File: src/rtl/alu_pkg.sv
// Shared definitions for the 8-bit ALU and its multi-byte sequencer:
// opcode table and sequencer state encoding.
package alu_pkg;

  localparam logic [3:0] OpLoad  = 4'b0000;
  localparam logic [3:0] OpAnd   = 4'b0001;
  localparam logic [3:0] OpOr    = 4'b0010;
  localparam logic [3:0] OpXor   = 4'b0011;
  localparam logic [3:0] OpNot   = 4'b0100;
  localparam logic [3:0] OpShl   = 4'b0101;
  localparam logic [3:0] OpShr   = 4'b0110;
  localparam logic [3:0] OpAddc  = 4'b0111;
  localparam logic [3:0] OpAdd   = 4'b1000;
  localparam logic [3:0] OpSubc  = 4'b1001;
  localparam logic [3:0] OpSub   = 4'b1010;
  localparam logic [3:0] OpInc   = 4'b1011;
  localparam logic [3:0] OpDec   = 4'b1100;
  localparam logic [3:0] OpCmp   = 4'b1101;
  localparam logic [3:0] OpPassB = 4'b1110;
  localparam logic [3:0] OpNop   = 4'b1111;

  typedef enum logic [1:0] {
    StIdle,
    StRun,
    StDone
  } seq_state_t;

  // Opcode for one byte step of a multi-byte add/subtract.
  function automatic logic [3:0] chain_op(input logic sub);
    return sub ? OpSubc : OpAddc;
  endfunction

endpackage

File: src/rtl/carry_borrow_gen.sv
// Byte-level carry (add) or borrow (subtract) generator for the multi-byte chain.
module carry_borrow_gen (
  input  logic [7:0] a,
  input  logic [7:0] b,
  input  logic       cin,
  input  logic       sub,
  output logic       cout
);

  logic [8:0] sum;
  logic [8:0] subtrahend;

  // 9-bit arithmetic so b + cin never truncates.
  always_comb begin
    sum        = {1'b0, a} + {1'b0, b} + {8'd0, cin};
    subtrahend = {1'b0, b} + {8'd0, cin};
    cout       = sub ? ({1'b0, a} < subtrahend) : sum[8];
  end

endmodule

File: src/rtl/alu_multibyte_seq.sv
// Drives the shared 8-bit ALU one byte per cycle to perform a multi-byte
// ADD or SUB with a locally computed carry/borrow chain.
module alu_multibyte_seq
  import alu_pkg::*;
#(
  parameter int unsigned NBYTES = 4
) (
  input  logic                  Clk,
  input  logic                  Reset,
  input  logic                  Start,
  input  logic                  OpSel,
  input  logic [8*NBYTES-1:0]   OperandA,
  input  logic [8*NBYTES-1:0]   OperandB,
  output logic                  Busy,
  output logic                  Done,
  output logic [8*NBYTES-1:0]   Result,
  output logic                  CarryOut,
  output logic                  ResultZero,
  output logic [7:0]            AluInput,
  output logic [7:0]            AluAcc,
  output logic [3:0]            AluOp,
  output logic                  AluCin,
  input  logic [7:0]            AluOut,
  input  logic                  AluZero
);

  localparam int unsigned IdxW = $clog2(NBYTES);
  localparam logic [IdxW-1:0] LastIdx = IdxW'(NBYTES - 1);

  seq_state_t              state_q, state_d;
  logic [IdxW-1:0]         idx_q, idx_d;
  logic                    carry_q, carry_d;
  logic                    zacc_q, zacc_d;
  logic                    sub_q, sub_d;
  logic [NBYTES-1:0][7:0]  a_q, a_d;
  logic [NBYTES-1:0][7:0]  b_q, b_d;
  logic [NBYTES-1:0][7:0]  result_q, result_d;
  logic                    next_carry;

  carry_borrow_gen u_carry (
    .a    (a_q[idx_q]),
    .b    (b_q[idx_q]),
    .cin  (carry_q),
    .sub  (sub_q),
    .cout (next_carry)
  );

  always_ff @(posedge Clk) begin
    if (Reset) begin
      state_q  <= StIdle;
      idx_q    <= '0;
      carry_q  <= 1'b0;
      zacc_q   <= 1'b0;
      sub_q    <= 1'b0;
      a_q      <= '0;
      b_q      <= '0;
      result_q <= '0;
    end else begin
      state_q  <= state_d;
      idx_q    <= idx_d;
      carry_q  <= carry_d;
      zacc_q   <= zacc_d;
      sub_q    <= sub_d;
      a_q      <= a_d;
      b_q      <= b_d;
      result_q <= result_d;
    end
  end

  always_comb begin
    state_d    = state_q;
    idx_d      = idx_q;
    carry_d    = carry_q;
    zacc_d     = zacc_q;
    sub_d      = sub_q;
    a_d        = a_q;
    b_d        = b_q;
    result_d   = result_q;
    AluInput   = 8'd0;
    AluAcc     = 8'd0;
    AluOp      = OpLoad;
    AluCin     = 1'b0;
    Busy       = (state_q != StIdle);
    Done       = (state_q == StDone);
    CarryOut   = 1'b0;
    ResultZero = 1'b0;

    unique case (state_q)
      StIdle: begin
        if (Start) begin
          a_d     = OperandA;
          b_d     = OperandB;
          sub_d   = OpSel;
          idx_d   = '0;
          carry_d = 1'b0;
          zacc_d  = 1'b1;
          state_d = StRun;
        end
      end
      StRun: begin
        AluInput        = a_q[idx_q];
        AluAcc          = b_q[idx_q];
        AluCin          = carry_q;
        AluOp           = chain_op(sub_q);
        result_d[idx_q] = AluOut;
        carry_d         = next_carry;
        zacc_d          = zacc_q & AluZero;
        if (idx_q == LastIdx) begin
          idx_d   = '0;
          state_d = StDone;
        end else begin
          idx_d = idx_q + 1'b1;
        end
      end
      StDone: begin
        CarryOut   = carry_q;
        ResultZero = zacc_q;
        state_d    = StIdle;
      end
      default: state_d = StIdle;
    endcase
  end

  assign Result = result_q;

endmodule

File: config.mk
export PLATFORM = sky130hd
export DESIGN_NAME = alu_multibyte_seq
export DESIGN_NICKNAME = d
export VERILOG_FILES = /design/src/rtl/alu_pkg.sv /design/src/rtl/carry_borrow_gen.sv /design/src/rtl/alu_multibyte_seq.sv
export SDC_FILE = /design/constraint.sdc
export NUM_CORES = 1
export LEC_CHECK = 0
export BUFFER_PORTS_ARGS = -buffer_cell sky130_fd_sc_hd__buf_2
export CAP_MARGIN = 20
export CORE_ASPECT_RATIO = 2
export CORE_UTILIZATION = 47
export DETAILED_ROUTE_END_ITERATION = 8
export GPL_TIMING_DRIVEN = 0
export PLACE_DENSITY = 0.76
export SYNTH_ARGS = -nofsm -noshare
export SYNTH_HDL_FRONTEND = slang
export SYNTH_SLANG_ARGS = --single-unit
File: constraint.sdc
create_clock -name Clk -period 3.18 [get_ports Clk]
set_input_delay 0.636 -clock Clk [delete_from_list [all_inputs] [get_ports Clk]]
set_output_delay 0.636 -clock Clk [all_outputs]
set_load 0.005 [all_outputs]
==> results.py, run 1 <==
metrics = {
    "logic_synthesis": {
        "synthCells": 559,
        "ys_seq_area_share_pct": 44.1,
        "synth_edf_count": 0,
        "synth_warnings": 0,
        "async_flop_share_pct": 0,
        "ys_types": 39,
        "netlist_area_mm2": 0.00467,
        "synth-seq-cells": 103,
        "avgSynthCellArea_um2": 8.36,
        "syn-num-nets": 658,
        "synth_flop_cell": "dfxtp_1",
    },
    "power": {
        "cellLeakagePower_uw": 0.00251,
        "peakVddDrop_v": 0.000313,
        "total_power_uw": 2870,
        "power_density_mw_per_mm2": 484,
    },
    "place": {
        "dp_hpwl_um": 10400,
        "routabilityCongestion": 0.915,
        "port_buffers": 132,
        "placed_cells": 823,
        "pre_cts_slack_ns": -0.430,
    },
    "timing": {
        "setup_viol": 0,
        "max_freq_mhz": 326,
        "fin_worst_skew_ns": 0.00683,
        "hold_slack_ns": 0.453,
        "relSlewSlack_pct": 59.4,
        "worst_slew_pin_slew_ns": 0.610,
        "fin_crit_sh_pct": 96.4,
        "fin_crit_ns": 3.07,
        "finalHoldViolCount": 0,
        "layout_setup_ws_ns": 0.113,
        "finalMaxSlewViolations": 0,
        "fin_tns_setup_ns": 0,
    },
    "route": {
        "drt-pass1-iter-count": 9,
        "viasPerCell": 5.32,
        "ant_nets": 0,
        "dr_total_vias": 4486,
        "drc": 0,
        "drtIter0Drc": 190,
        "wl_per_cell_um": 15.8,
        "drt_wl_total_um": 13300,
    },
    "final_layout": {
        "final_cells": 843,
        "fill_cells": 884,
        "drive_gt1_share_pct": 26.0,
        "diodes": 0,
        "syn2layout_area_growth_pct": 26.8,
        "nNetsFinal": 806,
    },
    "setup_path": {
        "critical_path_buf_inv_count": 2,
        "end_kind": "register",
        "arrival_ns": 3.33,
        "r2r_setup_slack_ns": 0.11,
        "crit_family": "compound AO/OA/AOI/OAI gates",
        "cp_slowest_cell": "mux4_2",
        "cp_max_fo": 3,
        "crit_path_max_incr_delay_ns": 0.55,
        "crit_path_frequent_cell": "ha_4",
        "required_ns": 3.44,
        "path_class": "register to register",
        "crit_chain": "buf_12, buf_12, mux4_2, ha_4, ha_4, nand2b_1, o22ai_2, and3_4, xnor2_4, ha_4, o21a_1, o21a_1, o21ai_0, a311oi_2, o41ai_2",
        "critPathLaunchType": "register",
    },
    "global_routing": {
        "grt_max_degree": 15,
        "grt-ovfl-total": 0,
        "grt_pass1_vias": 4407,
        "grt_use_total_pct": 26.9,
        "antenna_found_initial": 0,
        "grt_pass1_wl_um": 20700,
    },
    "clock_network": {
        "cts_buffers": 9,
        "clk_latency_ns": 0.35,
        "cts_tree": "done",
        "holdBufCountCts": 0,
        "clock_sinks": 103,
        "cts_max_level": 3,
        "clockBufferDepth": 2,
        "clk_pin_slew_ns": 0.07,
        "root_buffer": "clkbuf_16",
    },
    "flow_run": {
        "maxCapViolations": 0,
    },
    "floorplan": {
        "die_h_um": 143,
        "die-area_mm2": 0.0104,
        "rows": 51,
        "ios": 134,
        "core_area_mm2": 0.00970,
        "die_x_um": 72.5,
        "initial_utilization_pct": 48.2,
    },
    "hold_path": {
        "min_path_type": "register to register",
    },
    "status": {
        "status": "finished clean",
    },
}
report_power, final:
group          internal, uW  switching (uW)  total, uW
clock network           548             462       1010
registers              1350            35.1       1390
logic                   202             267        469
total                  2100             763       2870
layout by cell type (no fill, tap or decap), types with 2 or more instances in the layout:
cell / n
nor2_1: 5
buf_12: 2
clkbuf_1: 38
buf_2: 132
o21a_1: 4
nand2_1: 169
a21oi_1: 101
xor2_1: 3
o21ai_0: 4
ha_1: 19
dfxtp_1: 101
nor2b_1: 2
clkbuf_16: 9
and2_1: 20
nand3_1: 35
buf_1: 2
xnor2_1: 2
inv_1: 5
ha_4: 3
mux4_2: 16
a211oi_1: 2
mux2i_1: 2
nand2b_1: 3
buf_4: 7
per-stage QoR:
step           area (um2)  utilization, %
6_report             5930            61.1
5_1_grt              5930            61.1
4_1_cts              5880            60.7
3_5_place_dp         5530            57.0
3_3_place_gp         5530            57.0
2_1_floorplan        4700               -
Yosys cell counts (all sizes together) (2+ instances only):
| cell | number | area share [%] |
|---|---|---|
| inv | 5 | 0.40 |
| ha | 22 | 5.9 |
| nor2b | 3 | 0.46 |
| clkbuf | 34 | 2.7 |
| mux2i | 2 | 0.43 |
| mux4 | 16 | 7.7 |
| xnor2 | 3 | 0.56 |
| xor2 | 3 | 0.56 |
| o21ai | 4 | 0.43 |
| a211oi | 2 | 0.32 |
| nand2 | 170 | 14 |
| and3 | 2 | 0.37 |
| nand3 | 35 | 3.7 |
| nor2 | 5 | 0.40 |
| dfxtp | 103 | 44 |
| o21a | 4 | 0.64 |
| nand2b | 3 | 0.40 |
| a21oi | 101 | 11 |
| buf | 8 | 1.0 |
| and2 | 22 | 3.0 |
cells by family after synthesis:
group / share of synthesized area [%]
fa+ha+maj: 5.89
mux: 8.14
flops: 44.1
xor+xnor: 1.12
buf+inv: 4.15
compound gates: 14.2
simple gates: 22.4
registers in the layout (all words and copies together) (netlist names):
| register | count |
|---|---|
| Result | 32 |
| a_q | 32 |
| b_q | 32 |
| carry_q | 1 |
| idx_q | 2 |
| state_q | 2 |
| sub_q | 1 |
| zacc_q | 1 |
cell type report:
| cell class | instances | area, um2 | area share [%] |
|---|---|---|---|
| Tap cell | 132 | 165 | 2.79 |
| Multi-Input combinational cell | 409 | 2500 | 42.2 |
| Inverter | 5 | 18.8 | 0.317 |
| Sequential cell | 103 | 2070 | 34.9 |
| Buffer | 42 | 216 | 3.65 |
| Timing Repair Buffer | 137 | 698 | 11.8 |
| Clock buffer | 14 | 254 | 4.29 |
| Clock inverter | 1 | 5.00 | 0.0844 |
worst reg2reg max path, cell delays in order, from the launching register on:
cell,delay [ns]
dfxtp_4,0.37
buf_12,0.11
buf_12,0.09
mux4_2,0.55
ha_4,0.19
ha_4,0.16
nand2b_1,0.08
o22ai_2,0.09
and3_4,0.20
xnor2_4,0.15
ha_4,0.23
o21a_1,0.12
o21a_1,0.18
o21ai_0,0.19
a311oi_2,0.07
o41ai_2,0.19
routing by layer:
metal,vias to the layer above,track usage (%),wire [um]
li1,2196,-,-
met1,2053,25.9,4350
met2,185,49.8,7470
met3,52,3.67,607
met4,0,20.5,865
met5,-,0,0
final timing paths:
check                                             start                       to  cells after the start
worst max-delay path              idx_q[0]$_SDFFE_PP0P_     carry_q$_SDFFE_PP0P_                     15
worst min-delay path            Result[16]$_SDFFE_PP0P_  Result[16]$_SDFFE_PP0P_                      2
worst max register to register    idx_q[0]$_SDFFE_PP0P_     carry_q$_SDFFE_PP0P_                     15
worst min register to register  Result[16]$_SDFFE_PP0P_  Result[16]$_SDFFE_PP0P_                      2
timing repair:
action / 4_1_cts / 5_1_grt
pin swaps: 5 / 2
resized for setup: 12 / 4
endpoints found under the setup margin: 1 / 1
buffers inserted: 5 / 0
(Power assumes the default switching activity.)
==> inputs of run 2 (changes only) <==
--- a/config.mk
+++ b/config.mk
@@ -8,10 +8,11 @@
 export BUFFER_PORTS_ARGS = -buffer_cell sky130_fd_sc_hd__buf_2
 export CAP_MARGIN = 20
 export CORE_ASPECT_RATIO = 2
-export CORE_UTILIZATION = 47
+export CORE_UTILIZATION = 49
 export DETAILED_ROUTE_END_ITERATION = 8
 export GPL_TIMING_DRIVEN = 0
-export PLACE_DENSITY = 0.76
+export PLACE_DENSITY = 0.77
 export SYNTH_ARGS = -nofsm -noshare
 export SYNTH_HDL_FRONTEND = slang
+export SYNTH_HIERARCHICAL = 1
 export SYNTH_SLANG_ARGS = --single-unit
==> run 2 against run 1 <==
Sequential power about the same. Register-to-register slack improved by 0.03 ns. Routed wire length grew 6.7%. Synthesized cell count is 4.3% lower. Setup slack better by 0.027 ns.
==> results.py, run 2 <==
metrics = {
    "status": {
        "status": "finished clean",
    },
    "timing": {
        "rsz0062_at_grt": "false",
        "fin_worst_skew_ns": 0.00761,
        "fin_tns_setup_ns": 0,
        "finalMaxSlewViolations": 0,
        "fin_crit_sh_pct": 95.6,
        "relSlewSlack_pct": 70.5,
        "max_freq_mhz": 329,
        "fin_crit_ns": 3.04,
        "finalHoldViolCount": 0,
        "worst_slew_pin_slew_ns": 0.442,
        "setup_viol": 0,
    },
    "final_layout": {
        "drive_gt1_share_pct": 29.0,
        "syn2layout_area_growth_pct": 21.3,
        "layout_commonest_cell": "nand2b_1",
        "nNetsFinal": 777,
        "final_cells": 823,
        "fill_cells": 965,
        "layout_common_cells": "nand2b_1, buf_2, dfxtp_1",
        "diodes": 0,
    },
    "route": {
        "wl_per_cell_um": 17.2,
        "ant_nets": 0,
        "dr_total_vias": 4234,
        "drc": 0,
        "drtIter0Drc": 143,
        "drt-pass1-iter-count": 4,
        "viasPerCell": 5.14,
        "drt_wl_total_um": 14200,
    },
    "logic_synthesis": {
        "synthCells": 535,
        "yosys-top-cells-area": "dfxtp_1, nand2b_1, mux2i_1",
        "synth_top_area_share_pct": 37.1,
        "ys_types": 39,
        "syn-num-nets": 634,
        "synth_top_area_cell": "dfxtp_1",
        "synth-seq-cells": 103,
        "synth_warnings": 6,
        "synthTopCellsByCount": "nand2b_1, dfxtp_1, mux2i_1, ha_1, and2_1",
        "synth_flop_cell": "dfxtp_1",
        "async_flop_share_pct": 0,
        "avgSynthCellArea_um2": 10.4,
        "yosysMostFrequentCell": "nand2b_1",
        "synth_edf_count": 0,
        "netlist_area_mm2": 0.00556,
        "ys_seq_area_share_pct": 37.1,
    },
    "place": {
        "placed_cells": 807,
        "dp_hpwl_um": 11200,
        "routabilityCongestion": 0.861,
        "port_buffers": 132,
    },
    "setup_path": {
        "critPathLaunchType": "register",
        "critical_path_buf_inv_count": 1,
        "arrival_ns": 3.28,
        "crit_chain": "buf_6, mux4_2, ha_1, ha_2, nand3_2, xor2_1, ha_1, a211oi_2, o21ai_1, a31oi_1, a2bb2oi_2, nand4bb_1, o41ai_1",
        "required_ns": 3.42,
        "cp_max_fo": 4,
        "crit_family": "compound AO/OA/AOI/OAI gates",
        "crit_path_max_incr_delay_ns": 0.54,
        "path_class": "register to register",
        "cp_slowest_cell": "mux4_2",
        "end_kind": "register",
        "crit_path_frequent_cell": "ha_1",
    },
    "floorplan": {
        "rows": 54,
        "die-area_mm2": 0.0118,
        "initial_utilization_pct": 50.8,
        "ios": 134,
        "die_x_um": 77.3,
        "die_h_um": 153,
        "core_area_mm2": 0.0109,
    },
    "power": {
        "total_power_uw": 3070,
        "power_density_mw_per_mm2": 455,
        "cellLeakagePower_uw": 0.00311,
        "peakVddDrop_v": 0.000280,
    },
    "clock_network": {
        "cts_max_level": 3,
        "root_buffer": "clkbuf_16",
        "clk_latency_ns": 0.34,
        "clock_sinks": 103,
        "clk_pin_slew_ns": 0.07,
        "clockBufferDepth": 2,
        "cts_tree": "done",
        "holdBufCountCts": 0,
        "cts_buffers": 9,
    },
    "global_routing": {
        "grt-ovfl-total": 0,
        "grt_use_total_pct": 24.9,
        "grt_pass1_vias": 4548,
        "grt_pass1_wl_um": 22700,
        "grt_max_degree": 20,
        "antenna_found_initial": 0,
    },
    "hold_path": {
        "min_path_type": "register to register",
    },
    "flow_run": {
        "maxCapViolations": 0,
    },
}
run 2: cell types whose count changed in the layout (fill, tap and decap cells not counted), sizes merged, moves of 9 or more:
cell	before	now
nand2	170	4
a21oi	101	5
buf	145	154
nand3	35	2
mux2i	2	97
clkbuf	48	30
nand2b	3	172
run 2: per-layer routing:
| layer | GRT usage [%] | up-vias | routed length [um] |
|---|---|---|---|
| li1 | - | 2092 | - |
| met1 | 24.2 | 2008 | 5100 |
| met2 | 48.5 | 107 | 8060 |
| met3 | 4.31 | 27 | 482 |
| met4 | 12.5 | 0 | 534 |
| met5 | 0 | - | 0 |
run 2: through the flow:
step           setup slack (ns)  cell area [um2]  util [%]  hold slack, ns
2_1_floorplan             0.334             5560         -           0.444
3_3_place_gp            -0.0294             6390      58.4           0.455
3_5_place_dp            -0.0617             6390      58.4           0.463
4_1_cts                  0.0556             6720      61.4           0.478
5_1_grt                  0.0385             6740      61.6           0.491
6_report                  0.140             6740      61.6           0.476
run 2: final timing paths:
check	cells after the start	end	start	slack (ns)
setup / recovery	13	carry_q$_SDFFE_PP0P_	idx_q[1]$_SDFFE_PP0P_	0.14
hold / removal	2	Result[16]$_SDFFE_PP0P_	Result[16]$_SDFFE_PP0P_	0.48
setup reg to reg	13	carry_q$_SDFFE_PP0P_	idx_q[1]$_SDFFE_PP0P_	0.14
hold reg to reg	2	Result[16]$_SDFFE_PP0P_	Result[16]$_SDFFE_PP0P_	0.48
run 2: cells by family (layout without fill, tap and decap cells):
group / after synthesis / in the layout / share of synthesized area (%)
flip-flops: 103 / 103 / 37.1
buffers and inverters: 48 / 196 / 5.11
AO/OA/AOI/OAI: 21 / 21 / 2.86
AND/OR/NAND/NOR: 222 / 222 / 25.1
adder cells (fa/ha/maj): 22 / 22 / 4.95
XOR/XNOR: 6 / 6 / 0.946
multiplexers: 113 / 113 / 24.0
run 2: report_power, final:
part | internal [uW] | leakage (uW) | switching [uW]
clock network | 623 | 0.000146 | 515
logic | 265 | 0.00212 | 258
registers | 1360 | 0.000844 | 42.5
run 2: repair_timing:
action / CTS / global route
buffers inserted: 1 / 0
pin swaps: 0 / 0
cloned: 0 / 0
resized for setup: 1 / 7
setup endpoints to repair: 1 / 1
run 2: cell type report:
| type | instances | area [um2] | area share, % |
|---|---|---|---|
| tap | 140 | 175 | 2.60 |
| buffer | 41 | 263 | 3.90 |
| inverter | 6 | 22.5 | 0.334 |
| clock inverter | 6 | 80.1 | 1.19 |
| clock buffer | 10 | 229 | 3.40 |
| multi-input combinational | 384 | 3220 | 47.8 |
| sequential | 103 | 2060 | 30.6 |
| timing repair buffer | 133 | 681 | 10.1 |
run 2: worst register-to-register path, cell delays in order (launching register included):
cell and delay, ns:
dfxtp_2 0.36, buf_6 0.11, mux4_2 0.54, ha_1 0.24, ha_2 0.21, nand3_2 0.11, xor2_1 0.16, ha_1 0.27
a211oi_2 0.22, o21ai_1 0.10, a31oi_1 0.21, a2bb2oi_2 0.20, nand4bb_1 0.11, o41ai_1 0.07
==> inputs of run 3 (changes only) <==
--- a/config.mk
+++ b/config.mk
@@ -12,6 +12,7 @@
 export DETAILED_ROUTE_END_ITERATION = 8
 export GPL_TIMING_DRIVEN = 0
 export PLACE_DENSITY = 0.77
+export SETUP_SLACK_MARGIN = 0.2
 export SYNTH_ARGS = -nofsm -noshare
 export SYNTH_HDL_FRONTEND = slang
 export SYNTH_HIERARCHICAL = 1
==> run 3 against run 2 <==
Clock-buffer cell count did not move. Clock power barely moved. Critical path depth did not move. Design area rose by 1.8%. Register-to-register slack improved by 0.14 ns. Routed wire length rose by 1.2%. Critical path type unchanged. Critical endpoint unchanged. Largest cell class unchanged.
==> results.py, run 3 (synthesized netlist as in run 2, its figures left out) <==
metrics = {
    "status": {
        "status": "finished clean",
    },
    "setup_path": {
        "end_kind": "register",
        "arrival_ns": 3.15,
        "crit_path_max_incr_delay_ns": 0.55,
        "required_ns": 3.43,
        "crit_family": "compound AO/OA/AOI/OAI gates",
        "cp_max_fo": 3,
        "critical_path_buf_inv_count": 1,
        "crit_chain": "buf_6, mux4_2, ha_2, and3_4, and3_4, xnor2_1, ha_2, a211oi_2, o21ai_1, a31oi_1, a2bb2oi_2, nand4bb_1, o41ai_2",
        "path_class": "register to register",
        "cp_slowest_cell": "mux4_2",
        "critPathLaunchType": "register",
    },
    "timing": {
        "finalMaxSlewViolations": 0,
        "fin_crit_ns": 2.90,
        "worst_slew_pin_slew_ns": 0.439,
        "rsz0062_at_grt": "true",
        "fin_worst_skew_ns": 0.00795,
        "setup_viol": 0,
        "hold_slack_ns": 0.474,
        "fin_crit_sh_pct": 91.2,
        "max_freq_mhz": 345,
        "relSlewSlack_pct": 70.8,
        "layout_setup_ws_ns": 0.279,
        "finalHoldViolCount": 0,
    },
    "global_routing": {
        "grt_use_total_pct": 25.1,
        "antenna_found_initial": 0,
        "grt_pass1_wl_um": 22900,
        "grt_max_degree": 19,
        "grt-ovfl-total": 0,
        "grt_pass1_vias": 4587,
    },
    "final_layout": {
        "syn2layout_area_growth_pct": 23.4,
        "final_cell_area_mm2": 0.00686,
        "layout_commonest_cell": "nand2b_1",
        "fill_cells": 945,
        "drive_gt1_share_pct": 30.6,
        "layout_common_cells": "nand2b_1, buf_2, dfxtp_1",
        "diodes": 0,
        "nNetsFinal": 786,
    },
    "floorplan": {
        "initial_utilization_pct": 50.8,
        "die-area_mm2": 0.0118,
        "core_area_mm2": 0.0109,
        "ios": 134,
        "die_x_um": 77.3,
        "die_h_um": 153,
        "rows": 54,
    },
    "clock_network": {
        "cts_max_level": 3,
        "cts_buffers": 9,
        "clk_pin_slew_ns": 0.07,
        "root_buffer": "clkbuf_16",
        "clock_sinks": 103,
        "cts_tree": "done",
        "clk_latency_ns": 0.35,
        "clockBufferDepth": 2,
    },
    "power": {
        "power_frac_seq_pct": 45.4,
        "net-switching-power_uw": 827,
        "p_int_uw": 2260,
        "switching_share_pct": 26.8,
        "total_power_uw": 3090,
        "p_comb_share_pct": 17.6,
        "peakVddDrop_v": 0.000281,
        "cellLeakagePower_uw": 0.00315,
        "power_density_mw_per_mm2": 451,
        "p_clk_share_pct": 37.0,
    },
    "place": {
        "placed_cell_area_mm2": 0.00639,
        "routabilityCongestion": 0.861,
        "pre_cts_slack_ns": -0.0617,
        "dp_hpwl_um": 11200,
        "port_buffers": 132,
    },
    "flow_run": {
        "maxCapViolations": 0,
    },
    "route": {
        "drt_wl_total_um": 14400,
        "drtIter0Drc": 130,
        "wl_per_cell_um": 17.3,
        "viasPerCell": 5.14,
        "drt-pass1-iter-count": 4,
        "dr_total_vias": 4280,
        "ant_nets": 0,
        "drc": 0,
    },
    "hold_path": {
        "min_path_type": "register to register",
    },
}
## run 3: final cells by class
class	count	area, um2	share of cell area, %
buffer	42	269	3.92
clock buffer	10	229	3.34
clock inverter	6	80.1	1.17
inverter	6	22.5	0.328
multi-input combinational	384	3280	47.8
sequential	103	2070	30.1
tap	140	175	2.55
timing repair buffer	141	741	10.8
## run 3: layer usage
metal  GRT usage, %  up-vias  wire (um)
met5              0        -          0
met4           12.7        0        575
met3           4.25       30        488
met2           49.1      107       8180
met1           24.1     2038       5110
li1               -     2105          -
## run 3: tightest hold or removal path: cells and delay by family (launching register included)
family | cells | cell delay, ns
DFF | 1 | 0.31
muxes | 1 | 0.06
and+or+nand+nor | 1 | 0.06
## run 3: path summary, 6_finish.rpt
| kind | start | end | slack (ns) | cells after the start |
|---|---|---|---|---|
| max reg2reg | idx_q[1]$_SDFFE_PP0P_ | carry_q$_SDFFE_PP0P_ | 0.28 | 13 |
| min reg2reg | b_q[3]$_SDFFE_PP0P_ | b_q[3]$_SDFFE_PP0P_ | 0.47 | 2 |
| max | idx_q[1]$_SDFFE_PP0P_ | carry_q$_SDFFE_PP0P_ | 0.28 | 13 |
| min | b_q[3]$_SDFFE_PP0P_ | b_q[3]$_SDFFE_PP0P_ | 0.47 | 2 |
## run 3: repair_timing
| item | 4_1_cts | 5_1_grt |
|---|---|---|
| gates resized for setup | 7 | 12 |
| pin swaps | 0 | 7 |
| buffers inserted | 5 | 4 |
| hold buffers | 0 | 0 |
| cloned | 0 | 0 |
| endpoints found under the setup margin | 1 | 1 |
## run 3: power by group through the flow
| stage | Sequential [uW] | Combinational [uW] | Clock, uW |
|---|---|---|---|
| 2_1_floorplan | 1420 | 350 | 0 |
| 3_3_place_gp | 1430 | 500 | 0 |
| 3_5_place_dp | 1430 | 515 | 0 |
| 4_1_cts | 1400 | 530 | 1160 |
| 5_1_grt | 1410 | 594 | 1200 |
| 6_report | 1400 | 544 | 1140 |
## run 3: through the flow
step	utilization [%]	setup TNS (ns)	instances
after global placement	58.4	-0.0294	807
after detailed placement	58.4	-0.0617	807
after floorplan	-	0	535
after CTS	61.9	0	828
final	62.7	0	832
after global routing	62.7	0	832
